<file path="config.mk">
export PLATFORM = sky130hd
export DESIGN_NAME = mips_mem_responder
export DESIGN_NICKNAME = d
export VERILOG_FILES = /design/src/rtl/mips_mem_responder.sv
export SDC_FILE = /design/constraint.sdc
export NUM_CORES = 2
export LEC_CHECK = 0
export BUFFER_PORTS_ARGS = -buffer_cell sky130_fd_sc_hd__buf_2
export CELL_PAD_IN_SITES_DETAIL_PLACEMENT = 1
export CELL_PAD_IN_SITES_GLOBAL_PLACEMENT = 1
export CORE_ASPECT_RATIO = 1.25
export CORE_MARGIN = 2
export CORE_UTILIZATION = 50
export CTS_CLUSTER_DIAMETER = 80
export DETAILED_ROUTE_END_ITERATION = 12
export PLACE_DENSITY = 0.79
export SYNTH_ARGS = -nofsm -noshare
export SYNTH_HDL_FRONTEND = slang
export SYNTH_SLANG_ARGS = --single-unit
</file>
<file path="constraint.sdc">
create_clock -name clk -period 5.3 [get_ports clk]
set_clock_uncertainty 0.05 [all_clocks]
set_input_delay 1.06 -clock clk [delete_from_list [all_inputs] [get_ports clk]]
set_output_delay 1.06 -clock clk [all_outputs]
set_load 0.02 [all_outputs]
</file>
<file path="src/rtl/mips_mem_responder.sv">
// Memory-side responder for the multicycle MIPS core's unified memory port.
// Accepts one read/write request at a time, decodes it into data RAM,
// GPIO output register or synchronized GPIO input, and answers with a
// one-cycle ready pulse after WAIT_CYCLES wait states.
//
// Handshake: req/we/addr/wdata are sampled only while IDLE; everything is
// captured on the accepting edge, so later changes have no effect. The
// response is a single-cycle ready pulse with rdata/err valid in that same
// cycle; req is ignored in WAIT and RESP, so back-to-back requests are
// always separated by at least one IDLE cycle.
module mips_mem_responder #(
    parameter int unsigned      WIDTH         = 32,
    parameter int unsigned      RAM_DEPTH     = 64,
    parameter int unsigned      WAIT_CYCLES   = 1,
    parameter logic [WIDTH-1:0] RAM_BASE      = 32'h1001_0000,
    parameter logic [WIDTH-1:0] GPIO_OUT_ADDR = 32'h1001_0100,
    parameter logic [WIDTH-1:0] GPIO_IN_ADDR  = 32'h1001_0104
) (
    input  logic             clk,
    input  logic             rst,
    input  logic             req,
    input  logic             we,
    input  logic [WIDTH-1:0] addr,
    input  logic [WIDTH-1:0] wdata,
    output logic [WIDTH-1:0] rdata,
    output logic             ready,
    output logic             err,
    input  logic [WIDTH-1:0] gpio_in,
    output logic [WIDTH-1:0] gpio_out
);

    localparam int unsigned      IDX_W     = $clog2(RAM_DEPTH);
    localparam logic [WIDTH-1:0] RAM_BYTES = WIDTH'(4 * RAM_DEPTH);
    localparam logic [3:0]       WAIT_LAST = 4'((WAIT_CYCLES > 0) ? WAIT_CYCLES - 1 : 0);

    typedef enum logic [1:0] {
        ST_IDLE = 2'd0,
        ST_WAIT = 2'd1,
        ST_RESP = 2'd2
    } state_t;

    state_t           state_q, state_d;
    logic [3:0]       cnt_q, cnt_d;
    logic             we_q, we_d;
    logic [WIDTH-1:0] addr_q, addr_d;
    logic [WIDTH-1:0] wdata_q, wdata_d;
    logic [WIDTH-1:0] rdata_q, rdata_d;
    logic             ready_q, ready_d;
    logic             err_q, err_d;
    logic [WIDTH-1:0] gpio_out_q, gpio_out_d;
    logic [WIDTH-1:0] sync1_q, sync1_d;
    logic [WIDTH-1:0] sync2_q, sync2_d;

    logic [WIDTH-1:0] mem [RAM_DEPTH];

    // Transaction fields: live inputs while IDLE (needed when WAIT_CYCLES=0
    // so the response edge is also the accepting edge), latched copies after.
    logic             cur_we;
    logic [WIDTH-1:0] cur_addr;
    logic [WIDTH-1:0] cur_wdata;
    logic [WIDTH-1:0] ram_off;
    logic [IDX_W-1:0] ram_idx;
    logic             misaligned, ram_hit, gout_hit, gin_hit;
    logic             enter_resp, ram_we;

    // Select the active transaction fields and decode the address.
    always_comb begin
        cur_we     = (state_q == ST_IDLE) ? we    : we_q;
        cur_addr   = (state_q == ST_IDLE) ? addr  : addr_q;
        cur_wdata  = (state_q == ST_IDLE) ? wdata : wdata_q;
        ram_off    = cur_addr - RAM_BASE;
        ram_idx    = ram_off[IDX_W+1:2];
        misaligned = (cur_addr[1:0] != 2'b00);
        ram_hit    = (cur_addr >= RAM_BASE) && (ram_off < RAM_BYTES);
        gout_hit   = (cur_addr == GPIO_OUT_ADDR);
        gin_hit    = (cur_addr == GPIO_IN_ADDR);
        enter_resp = ((state_q == ST_IDLE) && req && (WAIT_CYCLES == 0)) ||
                     ((state_q == ST_WAIT) && (cnt_q == WAIT_LAST));
        // rst gating keeps a request seen during reset from touching the RAM.
        ram_we     = rst && enter_resp && cur_we && !misaligned && ram_hit;
    end

    // Next-state, response and GPIO logic for every registered signal.
    always_comb begin
        state_d    = state_q;
        cnt_d      = cnt_q;
        we_d       = we_q;
        addr_d     = addr_q;
        wdata_d    = wdata_q;
        rdata_d    = rdata_q;
        ready_d    = 1'b0;
        err_d      = 1'b0;
        gpio_out_d = gpio_out_q;
        sync1_d    = gpio_in;
        sync2_d    = sync1_q;

        case (state_q)
            ST_IDLE: begin
                if (req) begin
                    we_d    = we;
                    addr_d  = addr;
                    wdata_d = wdata;
                    cnt_d   = 4'd0;
                    state_d = (WAIT_CYCLES == 0) ? ST_RESP : ST_WAIT;
                end
            end
            ST_WAIT: begin
                if (cnt_q == WAIT_LAST) state_d = ST_RESP;
                else                    cnt_d   = cnt_q + 4'd1;
            end
            ST_RESP: state_d = ST_IDLE;
            default: state_d = ST_IDLE;
        endcase

        // Everything visible in RESP is loaded on the edge that enters it.
        if (enter_resp) begin
            ready_d = 1'b1;
            rdata_d = '0;
            if (misaligned) begin
                err_d = 1'b1;
            end else if (ram_hit) begin
                if (!cur_we) rdata_d = mem[ram_idx];
            end else if (gout_hit) begin
                if (cur_we) gpio_out_d = cur_wdata;
                else        rdata_d    = gpio_out_q;
            end else if (gin_hit) begin
                if (!cur_we) rdata_d = sync2_q;
            end else begin
                err_d = 1'b1;
            end
        end
    end

    // State, outputs and the always-running gpio_in synchronizer.
    always_ff @(posedge clk or negedge rst) begin
        if (!rst) begin
            state_q    <= ST_IDLE;
            cnt_q      <= 4'd0;
            we_q       <= 1'b0;
            addr_q     <= '0;
            wdata_q    <= '0;
            rdata_q    <= '0;
            ready_q    <= 1'b0;
            err_q      <= 1'b0;
            gpio_out_q <= '0;
            sync1_q    <= '0;
            sync2_q    <= '0;
        end else begin
            state_q    <= state_d;
            cnt_q      <= cnt_d;
            we_q       <= we_d;
            addr_q     <= addr_d;
            wdata_q    <= wdata_d;
            rdata_q    <= rdata_d;
            ready_q    <= ready_d;
            err_q      <= err_d;
            gpio_out_q <= gpio_out_d;
            sync1_q    <= sync1_d;
            sync2_q    <= sync2_d;
        end
    end

    // Data RAM write port; contents are deliberately not reset.
    always_ff @(posedge clk) begin
        if (ram_we) mem[ram_idx] <= cur_wdata;
    end

    assign rdata    = rdata_q;
    assign ready    = ready_q;
    assign err      = err_q;
    assign gpio_out = gpio_out_q;

endmodule

</file>
==> flow_summary.ini <==
[die]
core_area_sq_mm = 0.1752
die-height_um = 472.7
core.rowCount = 172
initial_utilization_pct = 50.16
die-area_sq_mm = 0.1791
io-pin-count = 166
die-width_um = 379.0

[layout]
syn2layout_area_growth_pct = 14.28
drive_gt1_share_pct = 15.94
fin_util_pct = 57.33
nNetsFinal = 6374
fill_cells = 16380
fin_area_sq_mm = 0.1004

[sta]
period_share_pct = 100.6
setup_violations = 1
fmax_mhz = 187.6
drv_slew = 0
tightest_slew_ns = 1.429
rsz0062_at_grt = false
setup_tns_ns = -0.03146
relSlewSlack_pct = 2.252
finalCriticalPeriod_ns = 5.331
hold_viol = 0
setup_ws_ns = -0.03146

[run]
cap_violations = 1

[logic_synthesis]
yosysTopAreaCellShare_pct = 69.98
synth.distinct_cells = 73
syn_nets = 6045
async_flop_share_pct = 8.937
syn_area_sq_mm = 0.08788
synth.largest_area_cell = edfxtp_1
synth-seq-area-share_pct = 75.71
syn_avg_cell_area_sq_um = 14.79
yosys-top-cells-count = 2048 x edfxtp_1, 1502 x nand2_1, 342 x mux2i_1
synthTopCellsByArea = edfxtp_1 70%, nand2_1 6.4%, dfrtp_1 5.7%, mux2i_1 3.9%, a32oi_1 2.3%
yosys_most_used_dff = edfxtp_1
yosysMostFrequentCell = edfxtp_1
synth_edf_count = 2048
yosys_register_bits = 2249
syn_inst = 5943
yosys_warnings = 0

[clock_tree]
cts_root_buf = clkbuf_16
cts_tree = done
postCtsResizedCells = 0
clk_latency_ns = 0.87
clk_path_buf_depth = 3
cts_sinks = 2249
post_cts_buffers = 0
postCtsHoldBufs = 0
numCtsBuffers = 205
clk_pin_slew_worst_paths_ns = 0.07
h-tree-depth = 4

[critical_path]
path_max_fanout = 53
path_buf_inv = 3
cpPeakStageDelay_ns = 1.24
criticalPathCategory = register to register
worstPathArrival_ns = 6.08
crit_slowest_cell = a2111oi_0
cpMostUsedCell = buf_4
critPathLaunchType = register
crit_required_ns = 6.05
end_kind = register
rr_worst_depth = 11
crit_family = compound AO/OA/AOI/OAI gates
crit_chain = buf_4, or3b_1, nand2_8, buf_12, buf_4, mux2_2, a221oi_1, a21boi_0, a2111oi_0, nand4_1, o21ai_1
worst-path-stages = 11

[place]
gp_congestion = 0.9448
numPortBuffers = 165
placed_area_sq_mm = 0.09377
dpl.hpwl_um = 192600

[status]
violations = capacitance limit, setup timing
status = complete, but fails checks

[route]
wl_um = 316400
antenna_left = 0
drc_errors = 0
dr.pass1.iters = 6
viasPerCell = 6.657
first_iter_violations = 8413
wire_per_inst_um = 35.94
dr_total_vias = 58600

[power]
power.density_mw_per_mm2 = 441.8
p_leak_uw = 0.03477
peakVddDrop_mv = 0.3217

[grt]
grt_max_degree = 67
grt_use_total_pct = 35.28
overflow = 0
antenna_found_initial = 26
grt_pass1_wl_um = 446200
grt_pass1_vias = 61790

[worst_hold_path]
hold_class = primary input to asynchronous set/reset pin
==> registers in the layout, summed over array words and instances (netlist names), 4 cells and up <==
register and flops:
wdata_q 32, gpio_out 32, rdata 32, sync2_q 32, addr_q 32, sync1_q 32, mem 2048, cnt_q 4
==> per-stage QoR <==
| step | setup WS (ns) | instances | hold WS (ns) | power (uW) |
|---|---|---|---|---|
| after floorplan | 0.5522 | 5943 | 0.2812 | 25370 |
| after global placement | -0.2303 | 8414 | 0.2841 | 28970 |
| after detailed placement | 0.09517 | 8414 | 0.2871 | 29360 |
| after CTS | 0.2209 | 8793 | 0.006250 | 44020 |
| after global routing | 0.05741 | 8796 | 0.03450 | 45110 |
| final | -0.03146 | 8803 | 0.03722 | 44360 |
==> logic make-up after synthesis <==
group / synth area share (%)
compound gates: 6.628
simple gates: 9.841
fa+ha+maj: 0.02847
xor+xnor: 0.009969
mux: 5.472
flops: 75.71
buf+inv: 2.314
==> placed cells by master (no fill, tap or decap), drive strengths merged, types with 41 or more instances in the layout <==
cell type	n
nor4	41
buf	492
dfrtp	201
a32oi	230
clkbuf	267
a31oi	97
and3	45
a21oi	177
nand3	272
nor2	113
o21ai	76
nand2	1504
a211oi	44
mux2i	342
a22oi	41
clkinv	87
edfxtp	2048
mux2	49
==> power by group <==
part           internal [uW]  total [uW]  switching (uW)
logic                   2170        8930            6760
registers              20500       20600             107
clock network           8060       14900            6810
==> worst paths after layout <==
check                                             from                      to  slack [ns]
min in group clk                           gpio_in[15]   sync1_q[15]$_DFF_PN0_        0.24
max in group asynchronous                          rst    rdata[4]$_DFFE_PN0P_        3.20
worst max register to register  state_q[0]$_DFFE_PN0P_   rdata[20]$_DFFE_PN0P_       -0.03
worst min register to register    sync1_q[5]$_DFF_PN0_    sync2_q[5]$_DFF_PN0_        0.30
worst max-delay path            state_q[0]$_DFFE_PN0P_   rdata[20]$_DFFE_PN0P_       -0.03
worst min-delay path                               rst  addr_q[26]$_DFFE_PN0P_        0.04
==> cell type report <==
cell class | instances | area [sq um] | area share (%)
tap | 2349 | 2939 | 2.927
multi-input combinational | 3317 | 20080 | 19.99
clock inverter | 112 | 1069 | 1.064
inverter | 7 | 26.28 | 0.02616
clock buffer | 267 | 5557 | 5.533
timing repair buffer | 492 | 4204 | 4.186
antenna | 10 | 25.02 | 0.02492
sequential | 2249 | 66530 | 66.25
==> metal layers <==
metal  vias to the layer above  GRT usage [%]  routed length, um
met1                     29890          41.03             103400
met2                      4187          55.96             148800
met4                        20          28.57              30990
li1                      23190              -                  -
met3                      1308          8.262              33080
met5                         -              0                128
==> worst reg2reg max path, delay by kind of cell (launching register included) <==
kind	cells	cell delay (ns)
muxes	1	0.21
buffers and inverters	3	1.08
and+or+nand+nor	3	1.50
AOI/OAI and AO/OA	4	1.89
DFF	1	0.53
(Power assumes the default switching activity.)
